**src/rtl/codec_pkg.sv**
```systemverilog
// Shared definitions for the codec-side audio link: FSM states, default sample
// width and the LRCLK/SCLK divide ratios used by the master-side interface.
package codec_pkg;

    typedef enum logic [1:0] {
        WAIT_RST,
        SYNC,
        LEFT,
        RIGHT
    } codec_state_t;

    localparam int CODEC_DATA_W = 16;
    localparam int LRCLK_DIV    = 1024;
    localparam int SCLK_DIV     = 32;
    localparam int ERR_CNT_W    = 8;

    function automatic logic [ERR_CNT_W-1:0] sat_inc(input logic [ERR_CNT_W-1:0] v);
        return (v == {ERR_CNT_W{1'b1}}) ? v : v + 1'b1;
    endfunction

endpackage

```
**src/rtl/codec_sync_edge.sv**
```systemverilog
// Multi-flop synchronizer for one slow serial-side input, with rise/fall
// detection against a one-flop delayed copy of the synchronized level.
module codec_sync_edge #(
    parameter int SYNC_STAGES = 2
) (
    input  logic clk,
    input  logic rst_n,
    input  logic d,
    output logic q,
    output logic rise,
    output logic fall
);

    logic [SYNC_STAGES-1:0] sync_q;
    logic                   prev_q;

    // NOTE: sequential state uses non-blocking assignments so every flop samples pre-edge values.
    always_ff @(posedge clk or negedge rst_n) begin
        if (!rst_n) begin
            sync_q <= '0;
            prev_q <= 1'b0;
        end else begin
            sync_q <= (sync_q << 1) | SYNC_STAGES'(d);
            prev_q <= sync_q[SYNC_STAGES-1];
        end
    end

    assign q    = sync_q[SYNC_STAGES-1];
    assign rise = q & ~prev_q;
    assign fall = ~q & prev_q;

endmodule

```
**src/rtl/codec_slave.sv**
```systemverilog
// Codec end of an I2S-style link: deserializes SDin into left/right pairs and
// serializes a buffered pair onto SDout. Optional FRAME_ERR_CNT_EN adds err_cnt.
module codec_slave
    import codec_pkg::*;
#(
    parameter int DATA_W      = CODEC_DATA_W,
    parameter int SYNC_STAGES = 2
) (
    input  logic              clk,
    input  logic              rst_n,
    input  logic              LRCLK,
    input  logic              SCLK,
    input  logic              RSTn,
    input  logic              SDin,
    output logic              SDout,
    output logic [DATA_W-1:0] rx_lft,
    output logic [DATA_W-1:0] rx_rht,
    output logic              rx_valid,
    input  logic [DATA_W-1:0] tx_lft,
    input  logic [DATA_W-1:0] tx_rht,
    input  logic              tx_wr,
    output logic              tx_full,
    output logic              tx_underrun
`ifdef FRAME_ERR_CNT_EN
    ,
    output logic [ERR_CNT_W-1:0] err_cnt
`endif
);

    localparam int                CNT_W    = $clog2(DATA_W + 1);
    localparam logic [CNT_W-1:0] FULL_CNT = CNT_W'(DATA_W);
    localparam logic [CNT_W-1:0] LAST_BIT = CNT_W'(DATA_W - 1);

    codec_state_t state;

    logic lr_lvl, lr_rise, lr_fall;
    logic sclk_lvl, sclk_rise, sclk_fall;
    logic rstn_s, rstn_rise, rstn_fall;

    logic [SYNC_STAGES-1:0] sdin_sync;
    logic                   sdin_s;

    logic [CNT_W-1:0]  bit_cnt;
    logic [DATA_W-1:0] rx_shift;
    logic [DATA_W-1:0] rx_word;
    logic [DATA_W-1:0] lft_word;
    logic              lft_ok;
    logic [DATA_W-1:0] tx_shift;
    logic [DATA_W-1:0] tx_stage;
    logic [DATA_W-1:0] buf_lft;
    logic [DATA_W-1:0] buf_rht;

    logic in_frame;
    logic lr_edge;
    logic frame_start;
    logic bit_in;
    logic half_done;

    codec_sync_edge #(.SYNC_STAGES(SYNC_STAGES)) u_lrclk (
        .clk  (clk),
        .rst_n(rst_n),
        .d    (LRCLK),
        .q    (lr_lvl),
        .rise (lr_rise),
        .fall (lr_fall)
    );

    codec_sync_edge #(.SYNC_STAGES(SYNC_STAGES)) u_sclk (
        .clk  (clk),
        .rst_n(rst_n),
        .d    (SCLK),
        .q    (sclk_lvl),
        .rise (sclk_rise),
        .fall (sclk_fall)
    );

    codec_sync_edge #(.SYNC_STAGES(SYNC_STAGES)) u_rstn (
        .clk  (clk),
        .rst_n(rst_n),
        .d    (RSTn),
        .q    (rstn_s),
        .rise (rstn_rise),
        .fall (rstn_fall)
    );

    // SDin gets the same depth as SCLK so the sampled bit lines up with the detected rise.
    always_ff @(posedge clk or negedge rst_n) begin
        if (!rst_n) begin
            sdin_sync <= '0;
        end else begin
            sdin_sync <= (sdin_sync << 1) | SYNC_STAGES'(SDin);
        end
    end

    assign sdin_s = sdin_sync[SYNC_STAGES-1];

    logic unused_edges;
    assign unused_edges = &{1'b0, lr_lvl, sclk_lvl, rstn_rise, rstn_fall};

    assign in_frame    = (state == LEFT) || (state == RIGHT);
    assign lr_edge     = lr_rise || lr_fall;
    assign frame_start = rstn_s && lr_rise && ((state == SYNC) || (state == RIGHT));
    assign bit_in      = rstn_s && in_frame && sclk_rise && (bit_cnt < FULL_CNT);
    assign half_done   = bit_in && (bit_cnt == LAST_BIT);
    assign rx_word     = {rx_shift[DATA_W-2:0], sdin_s};

    always_ff @(posedge clk or negedge rst_n) begin
        if (!rst_n) begin
            state       <= WAIT_RST;
            bit_cnt     <= '0;
            rx_shift    <= '0;
            lft_word    <= '0;
            lft_ok      <= 1'b0;
            tx_shift    <= '0;
            tx_stage    <= '0;
            SDout       <= 1'b0;
            rx_lft      <= '0;
            rx_rht      <= '0;
            rx_valid    <= 1'b0;
            tx_underrun <= 1'b0;
        end else begin
            rx_valid <= 1'b0;
            SDout    <= (state == WAIT_RST) ? 1'b0 : tx_shift[DATA_W-1];

            if (!rstn_s) begin
                state    <= WAIT_RST;
                bit_cnt  <= '0;
                rx_shift <= '0;
                lft_ok   <= 1'b0;
                tx_shift <= '0;
                tx_stage <= '0;
            end else begin
                case (state)
                    WAIT_RST: state <= SYNC;
                    SYNC:     if (lr_rise) state <= LEFT;
                    LEFT:     if (lr_fall) state <= RIGHT;
                    RIGHT:    if (lr_rise) state <= LEFT;
                    default:  state <= WAIT_RST;
                endcase

                if (lr_edge) begin
                    bit_cnt <= '0;
                end else if (bit_in) begin
                    bit_cnt  <= bit_cnt + 1'b1;
                    rx_shift <= rx_word;
                end

                // A pair is published only if the left half of the same frame was complete.
                if (frame_start) begin
                    lft_ok <= 1'b0;
                end else if (half_done && (state == LEFT)) begin
                    lft_word <= rx_word;
                    lft_ok   <= 1'b1;
                end else if (half_done && (state == RIGHT) && lft_ok) begin
                    rx_lft   <= lft_word;
                    rx_rht   <= rx_word;
                    rx_valid <= 1'b1;
                end

                if (frame_start) begin
                    if (tx_full) begin
                        tx_shift <= buf_lft;
                        tx_stage <= buf_rht;
                    end else begin
                        tx_shift    <= '0;
                        tx_stage    <= '0;
                        tx_underrun <= 1'b1;
                    end
                end else if (in_frame && lr_fall) begin
                    tx_shift <= tx_stage;
                end else if (in_frame && sclk_fall && !lr_edge) begin
                    tx_shift <= {tx_shift[DATA_W-2:0], 1'b0};
                end
            end
        end
    end

    // Unload at frame start takes priority, so a same-cycle write refills the buffer.
    always_ff @(posedge clk or negedge rst_n) begin
        if (!rst_n) begin
            tx_full <= 1'b0;
        end else if (tx_wr && (!tx_full || frame_start)) begin
            tx_full <= 1'b1;
        end else if (frame_start) begin
            tx_full <= 1'b0;
        end
    end

    // NOTE: buffer data needs no reset; tx_full alone decides whether it is ever read.
    always_ff @(posedge clk) begin
        if (tx_wr && (!tx_full || frame_start)) begin
            buf_lft <= tx_lft;
            buf_rht <= tx_rht;
        end
    end

`ifdef FRAME_ERR_CNT_EN
    always_ff @(posedge clk or negedge rst_n) begin
        if (!rst_n) begin
            err_cnt <= '0;
        end else if (rstn_s && in_frame && lr_edge && (bit_cnt < FULL_CNT)) begin
            err_cnt <= sat_inc(err_cnt);
        end
    end
`endif

endmodule

```
**config.mk**
```make
export PLATFORM = sky130hd
export DESIGN_NAME = codec_slave
export DESIGN_NICKNAME = d
export VERILOG_FILES = /design/src/rtl/codec_pkg.sv /design/src/rtl/codec_sync_edge.sv /design/src/rtl/codec_slave.sv
export SDC_FILE = /design/constraint.sdc
export NUM_CORES = 1
export LEC_CHECK = 0
export ABC_AREA = 1
export CAP_MARGIN = 10
export CORE_MARGIN = 2
export CORE_UTILIZATION = 55
export CTS_BUF_LIST = sky130_fd_sc_hd__clkbuf_16
export DETAILED_ROUTE_END_ITERATION = 10
export HOLD_SLACK_MARGIN = 0.12
export PLACE_DENSITY = 0.79
export SLEW_MARGIN = 20
export SYNTH_ARGS = -nofsm -noshare
export SYNTH_HDL_FRONTEND = slang
export SYNTH_SLANG_ARGS = --single-unit
```
**constraint.sdc**
```tcl
create_clock -name clk -period 4.04 [get_ports clk]
set_input_delay 0.808 -clock clk [delete_from_list [all_inputs] [get_ports clk]]
set_output_delay 0.808 -clock clk [all_outputs]
set_load 0.01 [all_outputs]
```
== Word level (Yosys, flattened, before mapping) ==
Index checks and enable logic that the tools add are counted.
Cells by class
  add/subtract/negate cells: 1
  $lt $le $gt $ge: 1
  equal/unequal tests: 12
  multiplexer cells: 28
  bitwise logic cells: 15
  reductions and logical operators: 27
Operators with widths (number)
  16-bit two-way mux: 8
  15-bit two-way mux: 3
  5-bit two-way mux: 3
  1-bit logical AND: 13
  3-bit != test, second input constant: 4
  1-bit two-way mux: 10
  2-bit by 1-bit OR with 2-bit output: 4
  1-bit NOT: 7
  2-bit two-way mux: 3
  2-bit != test, second input constant: 3
  2-bit case mux with 3 select lines: 1
  3-bit AND reduction: 2
  5-bit by 1-bit adder with 5-bit output, second input constant: 1
  5-bit by 4-bit == test with 1-bit output, second input constant: 1
  5-bit < comparator, second input constant: 1
  1-bit AND: 4
  2-bit == test, second input constant: 2
  1-bit logical OR: 4
  4-bit != test, second input constant: 1
  2-bit AND reduction: 2
  4-bit AND reduction: 1
  2-bit by 1-bit == test with 1-bit output, second input constant: 1
  1-bit zero test: 2
  2-bit zero test: 1
  2 further kinds: 2
Storage, ports and cells
  register bits: 149
  bits of input ports: 39
  output and inout port bits: 36

== Depth between registers and ports, before layout ==
Gate-level depths: netlist of the first run.
  depth in word-level cells: 12
  depth in mapped cells: 10
  gate-level depth less buffers: 9

== By module ==
Synthesis of the first run repeated with hierarchy kept, for this count alone.
Second synthesis, totals
  cells, all modules: 643
  area total of the unflattened synthesis: 6087.1 µm²
Modules (own cells, without submodules)
  codec_slave: times used 1, cells each 622, area each 5816.8 µm², sequential area each 3688.5 µm²
  codec_sync_edge: times used 3, cells each 7, area each 90.1 µm², sequential area each 75.1 µm²

== Least setup slack after synthesis of the first run ==
Ideal clock, no wire load.
  path kind: reg-to-reg
  start: reg u_lrclk.prev_q
  end: reg buf_lft[0], enable pin
  library setup time: 0.432 ns
  data arrival time: 2.456 ns
  path slack: 1.152 ns
  stages on the path, launching flop included: 6
  buffers on the path: 1
  period minus slack after synthesis: 2.888 ns
  cell sequence: dfrtp_1 > inv_1 > ha_1 > nand3_1 > clkbuf_1 > a21oi_1
On the way
  word-level cells in the longest chain between the ends: 6
Ends and longest elaborated chain
  from (decl): line codec_sync_edge.sv:15  | logic prev_q;
  from (signal assigned): line codec_sync_edge.sv:24  | prev_q <= sync_q[SYNC_STAGES-1];
  1-bit NOT: line codec_sync_edge.sv:29  | assign rise = q & ~prev_q;
  1-bit AND: line codec_sync_edge.sv:29
  1-bit logical AND (2 in a row): line codec_slave.sv:102  | assign frame_start = rstn_s && lr_rise && ((state == SYNC) || (state == RIGHT));
  1-bit logical OR: line codec_slave.sv:191  | if (tx_wr && (!tx_full || frame_start)) begin
  1-bit logical AND: line codec_slave.sv:191
  to (signal assigned): line codec_slave.sv:192  | buf_lft <= tx_lft;
  to (decl): line codec_slave.sv:50  | logic [DATA_W-1:0] buf_lft;
Every way passes these cells.
A chain may end at the register's enable or synchronous reset.

== Worst setup path in the final report of the first run ==
  start: reg u_rstn.sync_q[1]
  end: reg lft_word[14]
On the way
  word-level cells in the longest chain between the ends: 6
  elaborated cells between the ends (all ways): 9
Ends and longest elaborated chain
  from (decl): line codec_sync_edge.sv:14  | logic [SYNC_STAGES-1:0] sync_q;
  from (signal assigned): line codec_sync_edge.sv:23  | sync_q <= (sync_q << 1) | SYNC_STAGES'(d);
  1-bit logical AND (3 in a row): line codec_slave.sv:103  | assign bit_in = rstn_s && in_frame && sclk_rise && (bit_cnt < FULL_CNT);
  1-bit logical AND: line codec_slave.sv:104  | assign half_done = bit_in && (bit_cnt == LAST_BIT);
  1-bit logical AND: line codec_slave.sv:151  | end else if (half_done && (state == LEFT)) begin
  3-bit AND reduction (no source line) (*)
  to (signal assigned): line codec_slave.sv:152  | lft_word <= rx_word;
  to (decl): line codec_slave.sv:46  | logic [DATA_W-1:0] lft_word;
Mark *: on every way between the ends. The rest lies on a longest branch, timed or not.

==> results of run 1 <==
[path summary, 6_finish.rpt]
kind	endpoint
worst max-delay path	lft_word[14]
worst min-delay path	u_sclk.sync_q[1]
worst max register to register	lft_word[14]
worst min register to register	u_sclk.sync_q[1]
max in group asynchronous	tx_stage[5]
min in group asynchronous	rx_lft[0]
[layout make-up]
| type | count | share of cell area, % |
|---|---|---|
| multi-input combinational | 393 | 23.21 |
| inverter | 63 | 3.228 |
| tap | 136 | 2.323 |
| sequential | 149 | 53.08 |
| timing repair buffer | 78 | 10.49 |
| clock inverter | 14 | 1.520 |
| clock buffer | 18 | 6.149 |
[cells in the mapped netlist (2+ instances only)]
library cell / instances / area share, %
nand2_2: 3 / 0.32
a21oi_1: 4 / 0.34
o21ai_0: 31 / 2.6
buf_2: 11 / 0.93
ha_1: 4 / 0.85
buf_4: 4 / 0.51
nor2_4: 4 / 0.76
edfxtp_1: 32 / 16
nand2_1: 281 / 18
clkbuf_1: 7 / 0.44
dfrtp_1: 117 / 49
nand3b_1: 2 / 0.25
nor2_2: 2 / 0.21
inv_1: 63 / 4.0
nor2_1: 14 / 0.89
o21ai_1: 5 / 0.42
nand3_1: 38 / 3.2
[cells by family (layout without fill, tap and decap cells)]
kind of cell | count (synthesis) | in the layout | synth area share (%)
buffers and inverters | 86 | 173 | 5.937
adder cells (fa/ha/maj) | 4 | 4 | 0.8452
AND/OR/NAND/NOR | 346 | 346 | 23.77
XOR/XNOR | 1 | 1 | 0.1479
AO/OA/AOI/OAI | 42 | 42 | 3.634
flip-flops | 149 | 149 | 65.67
[flip-flops by register name, indices dropped and copies added, names as in the netlist, 2 cells and up]
signal,count
bit_cnt,5
buf_lft,16
buf_rht,16
lft_word,16
rx_lft,16
rx_rht,16
rx_shift,15
sdin_sync,2
state,2
tx_shift,16
tx_stage,16
u_lrclk.sync_q,2
u_rstn.sync_q,2
u_sclk.sync_q,2
[power groups by stage]
stage / sequential [mW] / combinational (mW) / clock (mW)
floorplan: 1.61 / 0.0605 / 0
global placement: 1.61 / 0.133 / 0
detailed placement: 1.61 / 0.137 / 0
CTS: 1.58 / 0.138 / 1.50
global route: 1.59 / 0.155 / 1.57
finish: 1.58 / 0.136 / 1.48
[stage by stage]
stage / hold slack (ps) / power [mW] / utilization [%] / instances
after floorplan: 331.2 / 1.668 / - / 628
after global placement: 337.8 / 1.745 / 65.18 / 819
after detailed placement: 338.0 / 1.749 / 65.18 / 819
after CTS: 354.2 / 3.219 / 70.60 / 851
after global routing: 377.3 / 3.314 / 70.64 / 851
final: 349.8 / 3.204 / 70.64 / 851
[per-layer routing]
metal / global-route usage (%) / vias to the layer above / wire (um)
met4: 9.066 / 0 / 202
met5: 0 / - / 0
met2: 34.37 / 129 / 5629
met1: 27.17 / 2033 / 4705
li1: - / 2097 / -
met3: 4.479 / 24 / 586
[worst reg2reg max path, cell delays in order, from the launching register on]
cell and delay, ps:
dfrtp_1 820, nand2_2 210, nor2_4 190, nand4_2 610
o21ai_0 490
==> flow_summary.ini, run 1 <==
[logic_synthesis]
ys_seq_area_share_pct = 65.67
syn_area_sq_um = 5922
synth_cell_types = 23
synth_warnings = 0
synth-seq-cells = 149
synth_edf_count = 32
syn_nets = 671
postSynthCellCount = 628
avgSynthCellArea_sq_um = 9.430
async_reset_ff_share_pct = 78.52
synth-main-ff-cell = dfrtp_1

[worst_setup_path]
critical_path.max_stage_delay_ps = 820
cp.arrival_ps = 2730
crit_chain = nand2_2, nor2_4, nand4_2, o21ai_0
rrSetupSlack_ps = 1610
crit_path_start = u_rstn.sync_q[1]
startpoint_type = flip-flop
r2r-start = u_rstn.sync_q[1]
crit_slowest_cell = dfrtp_1
crit_fanout = 33
worstSetupPathType = flip-flop to flip-flop
worstPathRequired_ps = 4340
path_depth = 4
r2r_cells = 4
critPathCaptureType = flip-flop
critPathTopFamily = simple AND/OR/NAND/NOR gates
cp.buffers_inverters = 0

[power]
p_seq_share_pct = 49.5
p_switching_mw = 0.7017
pwr-share-comb_pct = 4.3
p_int_mw = 2.502
switching_share_pct = 21.90
pwr_density_cell_nw_per_um2 = 437.3
leakagePower_nw = 3.539
ir_worst_vdd_mv = 0.2643
p_clk_share_pct = 46.3

[global_route]
grt_pass1_wl_um = 19130
grtUsageTotal_pct = 20.99
antenna_found_initial = 0
grt_pass1_vias = 4194
grt-ovfl-total = 0
grt_max_degree = 64

[clock_tree]
post_cts_buffers = 0
cts_tree = built
clock_sinks = 149
cts_buffer_depth = 2
cts_buffers = 17
cts_resized = 0
insertion_delay_ps = 420
postCtsHoldBufs = 0
root_buffer = clkbuf_16
htree_levels = 4
clkTransAtPathRegs_ps = 60

[final_layout]
fin_nets = 745
multi_input_area_sq_um = 1700
insertedDiodeCount = 0
final_cell_mix = nand2_1, dfrtp_1, clkdlybuf4s50_1
drive_gt1_share_pct = 6.434
final_area_sq_um = 7326
final_common_cell = nand2_1
areaGrowthSynthToFinish_pct = 23.71
regArea_sq_um = 3889
fill_cells = 783

[die]
io_pins = 75
rows = 37
die-width_um = 107.8
coreArea_sq_um = 10370
die_y_um = 107.8
die-area_sq_um = 11610
start_util_pct = 57.11

[detailed_routing]
vias = 4283
wl_per_cell_um = 13.07
dr.pass1.iters = 5
ant_nets = 0
vias_per_cell = 5.033
detail_route.iter0.violations = 225
wirelength_um = 11120
drcViolationCount = 0

[flow_run]
max-cap-violations = 0

[timing]
fin_ws_ps = 1607
setup_violations = 0
slew_violations = 0
skew_ps = 8.020
max_freq_mhz = 411.0
slew_headroom_pct = 33.84
finalCritPeriodShare_pct = 60.22
worst_pin_slew_ps = 990.2
finalCriticalPeriod_ps = 2433
rsz0062_at_grt = false
hold_viol_final = 0
tns_ps = 0

[min_path]
worstHoldPathType = flip-flop to flip-flop
hold_start = u_sclk.sync_q[0]
hold_depth = 0

[place]
hpwlAfterDp_um = 6909
gp_congestion = 0.8297
placed_cell_area_sq_um = 6759
io_buffers = 74
dp_slack_ps = 1469

[run_status]
outcome = complete, no violations
Note: power is estimated with default switching activity, not from simulation.
==> inputs of run 2 (changes only) <==
--- a/config.mk
+++ b/config.mk
@@ -8,11 +8,11 @@
 export ABC_AREA = 1
 export CAP_MARGIN = 10
 export CORE_MARGIN = 2
-export CORE_UTILIZATION = 55
+export CORE_UTILIZATION = 50
 export CTS_BUF_LIST = sky130_fd_sc_hd__clkbuf_16
 export DETAILED_ROUTE_END_ITERATION = 10
 export HOLD_SLACK_MARGIN = 0.12
-export PLACE_DENSITY = 0.79
+export PLACE_DENSITY = 0.76
 export SLEW_MARGIN = 20
 export SYNTH_ARGS = -nofsm -noshare
 export SYNTH_HDL_FRONTEND = slang
==> constraint.sdc (replaced) <==
create_clock -name clk -period 2.15 [get_ports clk]
set_input_delay 0.43 -clock clk [delete_from_list [all_inputs] [get_ports clk]]
set_output_delay 0.43 -clock clk [all_outputs]
set_load 0.01 [all_outputs]
==> run 2 against run 1 <==
Routed wire length is 0.61% higher. Non-clock buffer count is 7 higher. First-iteration DRC count is 35% higher. Worst setup slack worse by 1300 ps. Combinational power is 100% higher. Design area is 2.3% higher. Critical path depth is 3 lower.
==> flow_summary.ini, run 2 (synthesized netlist as in run 1, its figures left out) <==
[die]
io_pins = 75
die_y_um = 112.8
start_util_pct = 51.64
die-width_um = 112.8
die-area_sq_um = 12730
coreArea_sq_um = 11470
rows = 39

[timing]
hold_viol_final = 0
worst_pin_slew_ps = 623.2
slew_violations = 0
max_freq_mhz = 529.9
slew_headroom_pct = 58.45
skew_ps = 9.387
finalCriticalPeriod_ps = 1887
rsz0062_at_grt = false
setup_violations = 0
fin_ws_ps = 262.9
finalCritPeriodShare_pct = 87.77
tns_ps = 0

[detailed_routing]
vias = 4203
wl_per_cell_um = 12.94
ant_nets = 0
wirelength_um = 11190
vias_per_cell = 4.859
dr.pass1.iters = 4
drcViolationCount = 0
detail_route.iter0.violations = 303

[worst_setup_path]
worstSetupPathType = flip-flop to output port
startpoint_type = flip-flop
critical_path.max_stage_delay_ps = 590
worstPathRequired_ps = 1720
critPathTopFamily = buffers and inverters
path_depth = 1
critPathCaptureType = output port
cp.arrival_ps = 1460
crit_slowest_cell = clkdlybuf4s50_1
crit_chain = clkdlybuf4s50_1
r2r_cells = 9
rrSetupSlack_ps = 390
cp.buffers_inverters = 1
crit_fanout = 5

[final_layout]
insertedDiodeCount = 0
final_area_sq_um = 7493
final_cell_mix = nand2_1, dfrtp_1, clkdlybuf4s50_1
drive_gt1_share_pct = 7.479
final-instance-count-excl-fill = 865
multi_input_area_sq_um = 1695
fin_nets = 752
fill_cells = 911
regArea_sq_um = 3889
areaGrowthSynthToFinish_pct = 26.54
final_common_cell = nand2_1

[power]
pwr_density_cell_nw_per_um2 = 857.8
leakagePower_nw = 3.613
ir_worst_vdd_mv = 0.6492

[global_route]
grt_util_met3_pct = 4.821
grt_max_degree = 118
grt_pass1_wl_um = 19880
grtUsageTotal_pct = 19.54
grt.busiest_layer = met2
grt_use_met2_pct = 33.01
antenna_found_initial = 0
met1_usage_pct = 24.08
grt_pass1_vias = 4383
grt-ovfl-total = 0

[run_status]
outcome = complete, no violations

[clock_tree]
clkTransAtPathRegs_ps = 60
root_buffer = clkbuf_16
htree_levels = 4
insertion_delay_ps = 420
post_cts_buffers = 0
cts_tree = built
cts_buffers = 17
clock_sinks = 149
postCtsHoldBufs = 0
cts_buffer_depth = 2
cts_resized = 0

[place]
hpwlAfterDp_um = 7218
gp_congestion = 0.8046
dp.cells = 833
placed_cell_area_sq_um = 6845
dp_slack_ps = 386.3
io_buffers = 74

[min_path]
worstHoldPathType = input pin to asynchronous set/reset pin

[flow_run]
max-cap-violations = 0
## run 2: cell types whose count changed in the layout (fill, tap and decap cells not counted), sizes merged
cell    change
inv         -2
clkinv      -2
bufinv      +3
clkbuf      +1
buf         +7
## run 2: final timing paths
kind | from | end
setup / recovery | tx_full | tx_full
hold / removal | rst_n | rx_lft[1]
setup reg to reg | bit_cnt[1] | rx_rht[1]
hold reg to reg | u_rstn.sync_q[0] | u_rstn.sync_q[1]
max in group asynchronous | rst_n | state[1]
min in group clk | u_rstn.sync_q[0] | u_rstn.sync_q[1]
## run 2: metal layers
layer  part of all wire, %  vias up
met5                     0        -
met4                   1.7        0
met3                   4.3       19
met2                    51       97
met1                    43     1974
li1                      -     2113
## run 2: layout make-up
type                            count  share of cell area [%]
Clock buffer                       19                   6.345
Multi-Input combinational cell    393                   22.62
Tap cell                          143                   2.388
Sequential cell                   149                   51.90
Timing Repair Buffer               85                   11.29
Inverter                           63                   3.156
Clock inverter                     13                   2.304
## run 2: power by group
group	internal (mW)	switching, mW	leakage, nW
combinational	0.118	0.156	1.40
sequential	2.94	0.0276	1.89
clock	2.07	1.11	0.323
total	5.13	1.30	3.61
## run 2: through the flow
step / utilization, % / hold slack [ps] / power (mW)
4_1_cts: 65.35 / 129.0 / 6.488
6_report: 65.35 / 64.08 / 6.428
2_1_floorplan: - / 134.4 / 3.134
3_5_place_dp: 59.69 / 337.0 / 3.300
5_1_grt: 65.35 / 143.4 / 6.642
3_3_place_gp: 59.69 / 334.2 / 3.289
==> inputs of run 3 (changes only) <==
--- a/config.mk
+++ b/config.mk
@@ -11,6 +11,7 @@
 export CORE_UTILIZATION = 50
 export CTS_BUF_LIST = sky130_fd_sc_hd__clkbuf_16
 export DETAILED_ROUTE_END_ITERATION = 10
+export GPL_TIMING_DRIVEN = 0
 export HOLD_SLACK_MARGIN = 0.12
 export PLACE_DENSITY = 0.76
 export SLEW_MARGIN = 20
==> run 3 against run 2 <==
Core utilization increased by 0.36 points. Maximum frequency decreased by 6.6%. Combinational power hardly changed. Clock skew increased by 2.4 ps. Worst setup slack worse by 130 ps. Count of clock-buffer cells in the layout stayed put. Power decreased by 1.5%. Sequential power barely moved. Design area increased by 0.55%. Critical path type unchanged. Largest power group unchanged.
==> flow_summary.ini, run 3 (synthesized netlist as in run 1, its figures left out) <==
[global_route]
grt_pass1_wl_um = 19980
grtUsageTotal_pct = 19.73
grt_max_degree = 63
antenna_found_initial = 0
grt_pass1_vias = 4375
grt-ovfl-total = 0

[worst_setup_path]
crit_chain = clkdlybuf4s50_1
critPathCaptureType = output port
crit_fanout = 6
r2r_cells = 5
r2r-end = buf_rht[3]
startpoint_type = flip-flop
crit_slowest_cell = clkdlybuf4s50_1
cp.arrival_ps = 1590
critical_path.max_stage_delay_ps = 620
rrSetupSlack_ps = 150
r2r-start = u_lrclk.prev_q
critPathTopFamily = buffers and inverters
worstSetupPathType = flip-flop to output port
worstPathRequired_ps = 1720
cp.buffers_inverters = 1

[timing]
slew_headroom_pct = 56.13
slew_violations = 0
holdWs_ps = 347.1
finalCriticalPeriod_ps = 2020
skew_ps = 11.83
hold_viol_final = 0
worst_pin_slew_ps = 658.1
finalCritPeriodShare_pct = 93.95
setup_violations = 0
fin_ws_ps = 130.2
max_freq_mhz = 495.1
rsz0062_at_grt = false

[detailed_routing]
vias = 4336
ant_nets = 0
dr.pass1.iters = 5
wl_per_cell_um = 13.19
detail_route.iter0.violations = 280
wirelength_um = 11610
drcViolationCount = 0
vias_per_cell = 4.927

[place]
dp.cells = 846
placed_cell_area_sq_um = 6882
gp_congestion = 0.8359
dp_slack_ps = -153.4
hpwlAfterDp_um = 7715
io_buffers = 74

[power]
pwr_density_cell_nw_per_um2 = 840.4
ir_worst_vdd_mv = 0.5814
finalPower_mw = 6.332
leakagePower_nw = 3.641

[final_layout]
drive_gt1_share_pct = 7.870
final_area_sq_um = 7535
final-instance-count-excl-fill = 880
areaGrowthSynthToFinish_pct = 27.23
final_cell_mix = nand2_1, dfrtp_1, clkdlybuf4s50_1
fin_nets = 767
insertedDiodeCount = 0
final_common_cell = nand2_1
fill_cells = 912

[min_path]
hold_start = u_sclk.sync_q[0]
worstHoldPathType = flip-flop to flip-flop
hold_depth = 0
min_to = u_sclk.sync_q[1]

[die]
io_pins = 75
die_y_um = 112.8
die-width_um = 112.8
coreArea_sq_um = 11470
start_util_pct = 51.64
rows = 39
die-area_sq_um = 12730

[clock_tree]
cts_tree = built
htree_levels = 4
insertion_delay_ps = 420
cts_buffers = 17
clock_sinks = 149
post_cts_buffers = 0
cts_buffer_depth = 2
root_buffer = clkbuf_16
clkTransAtPathRegs_ps = 60

[run_status]
outcome = complete, no violations

[flow_run]
max-cap-violations = 0
-- run 3: repair_timing --
item	in CTS	in global routing
hold buffers	1	0
endpoints found under the hold margin	55	0
endpoints found under the setup margin	32	0
gates resized for setup	1	0
-- run 3: worst max-delay path by stage --
stage,startpoint,endpoint,slack [ps],cells past startpoint
global placement,rst_n,tx_stage[7],-3630,1
finish,tx_full,tx_full,130,1
CTS,u_lrclk.prev_q,buf_rht[3],100,5
floorplan,u_lrclk.prev_q,buf_lft[0],250,5
global route,u_lrclk.prev_q,buf_rht[3],10,5
detailed placement,u_lrclk.prev_q,buf_rht[7],-150,5
-- run 3: power by group --
| part | internal (mW) | total, mW | switching, mW |
|---|---|---|---|
| registers | 2.94 | 2.97 | 0.0290 |
| logic | 0.118 | 0.275 | 0.158 |
| clock network | 1.95 | 3.08 | 1.13 |
-- run 3: layout make-up --
| type | instances | area, sq um | area share, % |
|---|---|---|---|
| multi-input cells | 394 | 1709 | 22.68 |
| clock buffers | 19 | 475.5 | 6.310 |
| plain buffers | 23 | 115.1 | 1.528 |
| well taps | 143 | 178.9 | 2.375 |
| repair buffers | 76 | 779.5 | 10.35 |
| inverters | 63 | 236.5 | 3.138 |
| clock inverters | 13 | 151.4 | 2.009 |
| flip-flops and latches | 149 | 3889 | 51.61 |
-- run 3: through the flow --
stage	util, %	setup TNS, ps
CTS	65.71	0
floorplan	-	0
global route	65.71	0
detailed placement	60.01	-4840
finish	65.71	0
global placement	59.76	-425210
-- run 3: per-layer routing --
layer  GRT usage (%)  vias up  share of wire [%]
met5               0        -                  0
met4           7.317        0                1.2
met3           4.928       15                4.9
met2           33.81      126                 51
met1           24.35     2056                 43
li1                -     2139                  -
